[src/rtl/capt_sched.sv]
// Capture scheduler: arbitrates NCH asynchronous event inputs round-robin onto a
// single timestamp capture latch, then handles the readout / re-arm handshake.
module capt_sched #(
    parameter int  NCH     = 4,
    parameter int  HOLDOFF = 2,
    localparam int CW      = (NCH > 2) ? $clog2(NCH) : 1
) (
    input  logic           CLK,
    input  logic           RST,
    input  logic [NCH-1:0] EV,
    input  logic           RD_DONE,
    input  logic           OVF_CLR,
    output logic           CAPT_O,
    output logic           RSTCAPT_O,
    output logic [CW-1:0]  CHAN,
    output logic           INT,
    output logic [NCH-1:0] PEND,
    output logic [NCH-1:0] OVF
);

    localparam int HW    = (HOLDOFF > 1) ? $clog2(HOLDOFF) : 1;
    localparam int HLAST = (HOLDOFF > 0) ? HOLDOFF - 1 : 0;

    typedef enum logic [2:0] {
        S_IDLE,
        S_CAPTURE,
        S_WAIT_RD,
        S_REARM,
        S_HOLDOFF
    } state_t;

    state_t         state_reg, state_next;
    logic           capt_reg, capt_next;
    logic           rstcapt_reg, rstcapt_next;
    logic           int_reg, int_next;
    logic [CW-1:0]  chan_reg, chan_next;
    logic [CW-1:0]  ptr_reg, ptr_next;
    logic [HW-1:0]  cnt_reg, cnt_next;
    logic [NCH-1:0] pend_reg, pend_next;
    logic [NCH-1:0] ovf_reg, ovf_next;
    logic [NCH-1:0] ovf_set;
    logic [NCH-1:0] edge_det;
    logic [NCH-1:0] grant_vec;
    logic [CW-1:0]  pick;
    logic [CW-1:0]  cand;
    logic           pick_valid;

    // Two flops resolve metastability; the third holds the previous level for edge detection.
    generate
        for (genvar gi = 0; gi < NCH; gi++) begin : g_sync
            logic [2:0] sync_reg;
            always_ff @(posedge CLK or posedge RST) begin
                if (RST) begin
                    sync_reg <= 3'b000;
                end else begin
                    sync_reg <= {sync_reg[1:0], EV[gi]};
                end
            end
            assign edge_det[gi] = sync_reg[1] & ~sync_reg[2];
        end
    endgenerate

    // A grant consumes the pending flag; a fresh edge in the same cycle re-arms it cleanly.
    always_comb begin
        ovf_set   = edge_det & pend_reg & ~grant_vec;
        pend_next = (pend_reg & ~grant_vec) | edge_det;
        ovf_next  = (OVF_CLR ? '0 : ovf_reg) | ovf_set;
    end

    always_ff @(posedge CLK or posedge RST) begin
        if (RST) begin
            pend_reg <= '0;
            ovf_reg  <= '0;
        end else begin
            pend_reg <= pend_next;
            ovf_reg  <= ovf_next;
        end
    end

    // Round-robin search starting one past the last granted channel.
    always_comb begin
        pick       = '0;
        pick_valid = 1'b0;
        cand       = ptr_reg;
        for (int off = 0; off < NCH; off++) begin
            cand = (cand == CW'(NCH - 1)) ? '0 : cand + 1'b1;
            if (!pick_valid && pend_reg[cand]) begin
                pick       = cand;
                pick_valid = 1'b1;
            end
        end
    end

    always_comb begin
        state_next   = state_reg;
        capt_next    = 1'b0;
        rstcapt_next = 1'b0;
        int_next     = int_reg;
        chan_next    = chan_reg;
        ptr_next     = ptr_reg;
        cnt_next     = cnt_reg;
        grant_vec    = '0;
        case (state_reg)
            S_IDLE: begin
                if (pick_valid) begin
                    grant_vec[pick] = 1'b1;
                    chan_next       = pick;
                    ptr_next        = pick;
                    capt_next       = 1'b1;
                    int_next        = 1'b1;
                    state_next      = S_CAPTURE;
                end
            end
            S_CAPTURE: begin
                state_next = S_WAIT_RD;
            end
            S_WAIT_RD: begin
                if (RD_DONE) begin
                    rstcapt_next = 1'b1;
                    int_next     = 1'b0;
                    state_next   = S_REARM;
                end
            end
            S_REARM: begin
                cnt_next = '0;
                if (HOLDOFF > 0) begin
                    state_next = S_HOLDOFF;
                end else begin
                    state_next = S_IDLE;
                end
            end
            S_HOLDOFF: begin
                if (cnt_reg == HW'(HLAST)) begin
                    cnt_next   = '0;
                    state_next = S_IDLE;
                end else begin
                    cnt_next = cnt_reg + 1'b1;
                end
            end
            default: begin
                state_next = S_IDLE;
            end
        endcase
    end

    always_ff @(posedge CLK or posedge RST) begin
        if (RST) begin
            state_reg   <= S_IDLE;
            capt_reg    <= 1'b0;
            rstcapt_reg <= 1'b0;
            int_reg     <= 1'b0;
            chan_reg    <= '0;
            ptr_reg     <= CW'(NCH - 1);
            cnt_reg     <= '0;
        end else begin
            state_reg   <= state_next;
            capt_reg    <= capt_next;
            rstcapt_reg <= rstcapt_next;
            int_reg     <= int_next;
            chan_reg    <= chan_next;
            ptr_reg     <= ptr_next;
            cnt_reg     <= cnt_next;
        end
    end

    assign CAPT_O    = capt_reg;
    assign RSTCAPT_O = rstcapt_reg;
    assign CHAN      = chan_reg;
    assign INT       = int_reg;
    assign PEND      = pend_reg;
    assign OVF       = ovf_reg;

endmodule

[config.mk]
export PLATFORM = sky130hd
export DESIGN_NAME = capt_sched
export DESIGN_NICKNAME = d
export VERILOG_FILES = /design/src/rtl/capt_sched.sv
export SDC_FILE = /design/constraint.sdc
export NUM_CORES = 1
export LEC_CHECK = 0
export CORE_AREA = 2 2 73 47
export DETAILED_ROUTE_END_ITERATION = 10
export DIE_AREA = 0 0 75 49
export PLACE_DENSITY = 0.71
export SYNTH_ARGS = -nofsm -noshare
export SYNTH_HDL_FRONTEND = slang
export SYNTH_SLANG_ARGS = --single-unit
[constraint.sdc]
create_clock -name CLK -period 4.37 [get_ports CLK]
set_input_delay 0.437 -clock CLK [delete_from_list [all_inputs] [get_ports CLK]]
set_output_delay 0.437 -clock CLK [all_outputs]
set_load 0.05 [all_outputs]
**Word level (Yosys, flattened, before mapping)**

Cells that the tools add are included.

- Bits in registers: 31
- Output and inout port bits: 13

- Add/sub/neg operators: 5
- Magnitude comparators: 6
- Bitwise operators: 14
- Eq/ne operators: 11
- Muxes and demuxes: 38
- Reductions and logical operators: 13

Operators by type and width:

| operator | count |
|---|---|
| $mux W1 | 16 |
| $mux W2 | 8 |
| $lt A2 B3 Y1 const B | 5 |
| $pmux W3 S5 | 1 |
| $and A4 B4 Y4 | 3 |
| $mux W4 | 3 |
| $mux W3 | 3 |
| $add A2 B1 Y2 const B | 4 |
| $bmux W1 S2 | 4 |
| $eq A2 B2 Y1 const B | 4 |
| $or A4 B4 Y4 | 2 |
| $eq A3 B2 Y1 const B | 2 |
| $ne A2 B2 Y1 const B | 3 |
| $reduce_and A3 Y1 | 2 |
| $and A1 B1 Y1 | 4 |
| $logic_and A1 B1 Y1 | 4 |
| $not A1 Y1 | 4 |
| $not A4 Y4 | 1 |
| $pmux W1 S2 | 2 |
| $reduce_bool A2 Y1 | 2 |
| $eq A3 B1 Y1 const B | 1 |
| $eq A3 B3 Y1 const B | 1 |
| $logic_not A1 Y1 | 3 |
| $logic_not A3 Y1 | 1 |
| 4 further kinds | 4 |

**Longest topological paths before layout**

- Depth in word-level cells: 23
- Mapped depth: 6
- Mapped depth without buffers: 5

**Worst setup path before layout**

OpenSTA, ideal clock, no wires.

- Path kind: register to register
- From: reg pend_reg[2] (netlist: PEND[2])
- To: reg ovf_reg[2] (netlist: OVF[2])
- Arrival time: 1733 ps
- Path buffers: 1
- Cell stages (with the launch flop): 6
- Setup slack: 2505 ps
- Cells stage by stage: dfrtp_1 -> buf_2 -> o21a_1 -> a311oi_1 -> o311ai_1 -> or3b_1

- Word-level cells in the longest chain between the ends: 21
- Elaborated cells between the ends (all ways): 33
- Classes of those cells: order compare (2); mux (20); bitwise (4); reduce/logical (7)

Ends and longest elaborated chain:

| item | RTL line | text |
|---|---|---|
| start: declaration | 39 | `logic [NCH-1:0] pend_reg, pend_next;` |
| start signal: assignment | 75 | `pend_reg <= pend_next;` |
| $bmux W1 S2 | 87 | `if (!pick_valid && pend_reg[cand]) begin` |
| $mux W1 (not written as such) | 87 |  |
| $mux W1 | 87 |  |
| $logic_not A1 Y1 | 87 |  |
| $logic_and A1 B1 Y1 | 87 |  |
| $mux W1 | 87 |  |
| $logic_not A1 Y1 | 87 |  |
| $logic_and A1 B1 Y1 | 87 |  |
| [6 not listed] | -- |  |
| $mux W1 (not written as such) | 106 | `grant_vec[pick] = 1'b1;` |
| $demux W1 S2 | 106 |  |
| $mux W4 | 105 | `if (pick_valid) begin` |
| $mux W4 | 103 | `case (state_reg)` |
| $not A4 Y4 | 65 | `ovf_set = edge_det & pend_reg & ~grant_vec;` |
| $and A4 B4 Y4 * | 65 |  |
| $or A4 B4 Y4 * | 67 | `ovf_next = (OVF_CLR ? '0 : ovf_reg) \| ovf_set;` |
| via ovf_next[2] | 40 | `logic [NCH-1:0] ovf_reg, ovf_next;` |
| end signal: assignment | 76 | `ovf_reg <= ovf_next;` |
| end: declaration | 40 |  |

The timed path passes the listed nets; every way through them passes the cells marked *. The select of a mux whose other input is x is not followed.
A chain may end at the register's enable or synchronous reset.

**Worst setup path after layout**

- From: reg pend_reg[2] (netlist: PEND[2])
- To: out PEND[2]

RTL lines:

| item | RTL line | text |
|---|---|---|
| end: declaration | 17 | `output logic [NCH-1:0] PEND,` |

No word-level cell between the ends.

==> results.toml <==
[layout]
multi_input_area_sq_um = 496.7
area_growth_pct = 25.35
drive_above_1_share_pct = 14.49
diodes = 0
largest_reg_flops = 12
layout.nets = 146
register_area_sq_um = 778.2
final_util_pct = 54.13
fillers = 264

[route]
wirelength_um = 2506
vias_per_cell = 5.137
drtIter0Drc = 58
via_count = 940
wl_per_cell_um = 13.69
drtAntennaViolNets = 0
route.detailed.drc = 0
firstDrtPassIters = 4

[global_route]
grt.total_usage_pct = 16.02
grt_pass1_wl_um = 4367
antenna_found_initial = 0
grt_pass1_vias = 926
grt_max_degree = 32
overflow = 0

[critical_path]
slowest_delay_ns = 0.87
critPathCaptureType = "output pin"
path_cells = "clkdlybuf4s50_1"
criticalPathCategory = "register to output pin"
cpMaxStageDelayCell = "clkdlybuf4s50_1"
critical_path.top_delay_family = "buffers and inverters"
worst_ep_arrival_time_ns = 1.69
reg2reg_from = "ptr_reg[0]$_DFFE_PP1P_"
start_kind = "register"
path_buf_inv = 1
cp-startpoint = "PEND[2]$_DFF_PP0_"
cp.required_ns = 3.93
cp_max_fo = 10

[die]
die_width_um = 75
start_util_pct = 43.18
coreArea_sq_um = 3063
dieArea_sq_um = 3675
num_rows = 16
die_h_um = 49
io_pins = 21

[logic_synthesis]
synth.distinct_cells = 41
yosys_warnings = 0
synth_flop_cell = "dfrtp_1"
synth_nets = 123
postSynthRegisterBits = 31
async_reset_ff_share_pct = 100.0
yosysTopAreaCell = "dfrtp_1"
netlist.area_leader.share_pct = 54.87
yosysSeqAreaShare_pct = 58.85
synthCells = 114
syn_area_per_cell_sq_um = 11.60
synth-edff-count = 0
synth_top_cells_by_area = "dfrtp_1, a21oi_1, dfstp_2"
netlist_area_sq_um = 1323

[worst_hold_path]
hold_class = "register to register"
hp-start = "g_sync[2].sync_reg[0]$_DFF_PP0_"

[timing]
min_period_ns = 2.122
maxSlewViolCount = 0
fin_crit_sh_pct = 48.56
worstMarginPinSlew_ns = 1.128
finClkSkew_ns = 0.004143
fmax_ghz = 0.4712
fin_tns_setup_ns = 0
setup_viol_count_final = 0
hold_violations = 0
rsz0062_at_grt = "false"
slew_headroom_pct = 24.75

[clock_network]
cts_setup_buffers = 0
clkTransAtPathRegs_ns = 0.06
cts_sinks = 31
clk_root_buffer_cell = "clkbuf_8"
cts_tree = "yes"
cts_max_level = 2
cts_resized = 0
insertion_delay_ns = 0.28
ctsHoldBuffers = 0
clock_path_buffers = 2
cts_inserted_buffers = 5

[power]
power_switching_mw = 0.6089
clockPowerShare_pct = 17.9
comb_power_share_pct = 48.5
p_leak_nw = 0.7175
ir_worst_vdd_mv = 0.3108
swShare_pct = 44.20
power_frac_seq_pct = 33.6
pwr_density_cell_nw_per_um2 = 830.9
internal_power_mw = 0.7686

[outcome]
status = "complete, no violations"

[flow_run]
cap_violations = 0

[placed_design]
dp_hpwl_um = 1761
gp_congestion = 0.9007
portBuffers = 20
cell usage after synthesis, drive strengths merged, types with 2 or more instances:
cell type,instances
nor3,3
nand2b,2
dfstp,2
buf,2
a211oi,4
nand2,7
and3b,2
clkbuf,2
a311oi,2
o21ai,4
nor2,6
a21oi,14
nor2b,7
a21o,3
inv,6
nand3,2
dfrtp,29
cell usage in the layout, fill, tap and decap left out, types with 2 or more instances in the layout:
cell type / n
nand2_1: 6
dfstp_2: 2
dfrtp_1: 29
o21ai_0: 3
a211oi_1: 4
clkbuf_8: 7
inv_1: 6
nor2b_1: 7
nor2_1: 6
a21o_1: 3
nand2b_1: 2
nor3_1: 2
clkdlybuf4s50_1: 20
a21oi_1: 14
nand3_1: 2
power groups by stage:
stage / Sequential (mW) / Clock, mW / Combinational, mW
2_1_floorplan: 0.590 / 0 / 0.367
3_3_place_gp: 0.460 / 0 / 0.646
3_5_place_dp: 0.467 / 0 / 0.665
4_1_cts: 0.463 / 0.252 / 0.669
5_1_grt: 0.477 / 0.270 / 0.727
6_report: 0.463 / 0.247 / 0.668
kinds of logic after synthesis:
kind of cell               after synthesis  synth area share (%)
and+or+nand+nor                         35                 15.89
buffers and inverters                   10                 3.594
DFF                                     31                 58.85
adders and majority gates                1                0.9459
xor gates and xnor gates                 1                0.6624
muxes                                    2                 1.892
AOI/OAI and AO/OA                       34                 18.17
layer usage:
layer  vias to the layer above  routed length (um)  share of wire, %  global-route usage [%]
met5                         -                   0                 0                       0
met4                         0                  19              0.76                   5.357
met3                         3                 129               5.1                   4.959
met2                        27                1132                45                   22.37
met1                       456                1225                49                   23.64
li1                        454                   -                 -                       -
metrics by stage:
stage | hold WS, ns | setup WS [ns] | power [mW] | cells | cell area [sq um]
after detailed placement | 0.3365 | 2.439 | 1.132 | 175 | 1554
after global placement | 0.3330 | 2.510 | 1.106 | 175 | 1554
after global routing | 0.3714 | 2.197 | 1.474 | 183 | 1658
after CTS | 0.3588 | 2.245 | 1.383 | 183 | 1658
after floorplan | 0.3312 | 2.505 | 0.9574 | 114 | 1323
final | 0.3530 | 2.248 | 1.377 | 183 | 1658
final timing paths:
kind	end	slack, ns	cells after the start
min reg2reg	g_sync[2].sync_reg[1]$_DFF_PP0_	0.35	0
max in group asynchronous	g_sync[3].sync_reg[1]$_DFF_PP0_	2.94	2
min in group asynchronous	PEND[0]$_DFF_PP0_	0.75	2
max	PEND[2]	2.25	1
max reg2reg	OVF[2]$_DFF_PP0_	2.41	5
min	g_sync[2].sync_reg[1]$_DFF_PP0_	0.35	0
area by class of cell:
| type | instances | area share (%) |
|---|---|---|
| clock inverters | 1 | 0.4528 |
| repair buffers | 20 | 12.08 |
| well taps | 45 | 3.396 |
| inverters | 6 | 1.358 |
| multi-input cells | 73 | 29.96 |
| flip-flops and latches | 31 | 46.94 |
| clock buffers | 7 | 5.811 |
(Power assumes the default switching activity.)
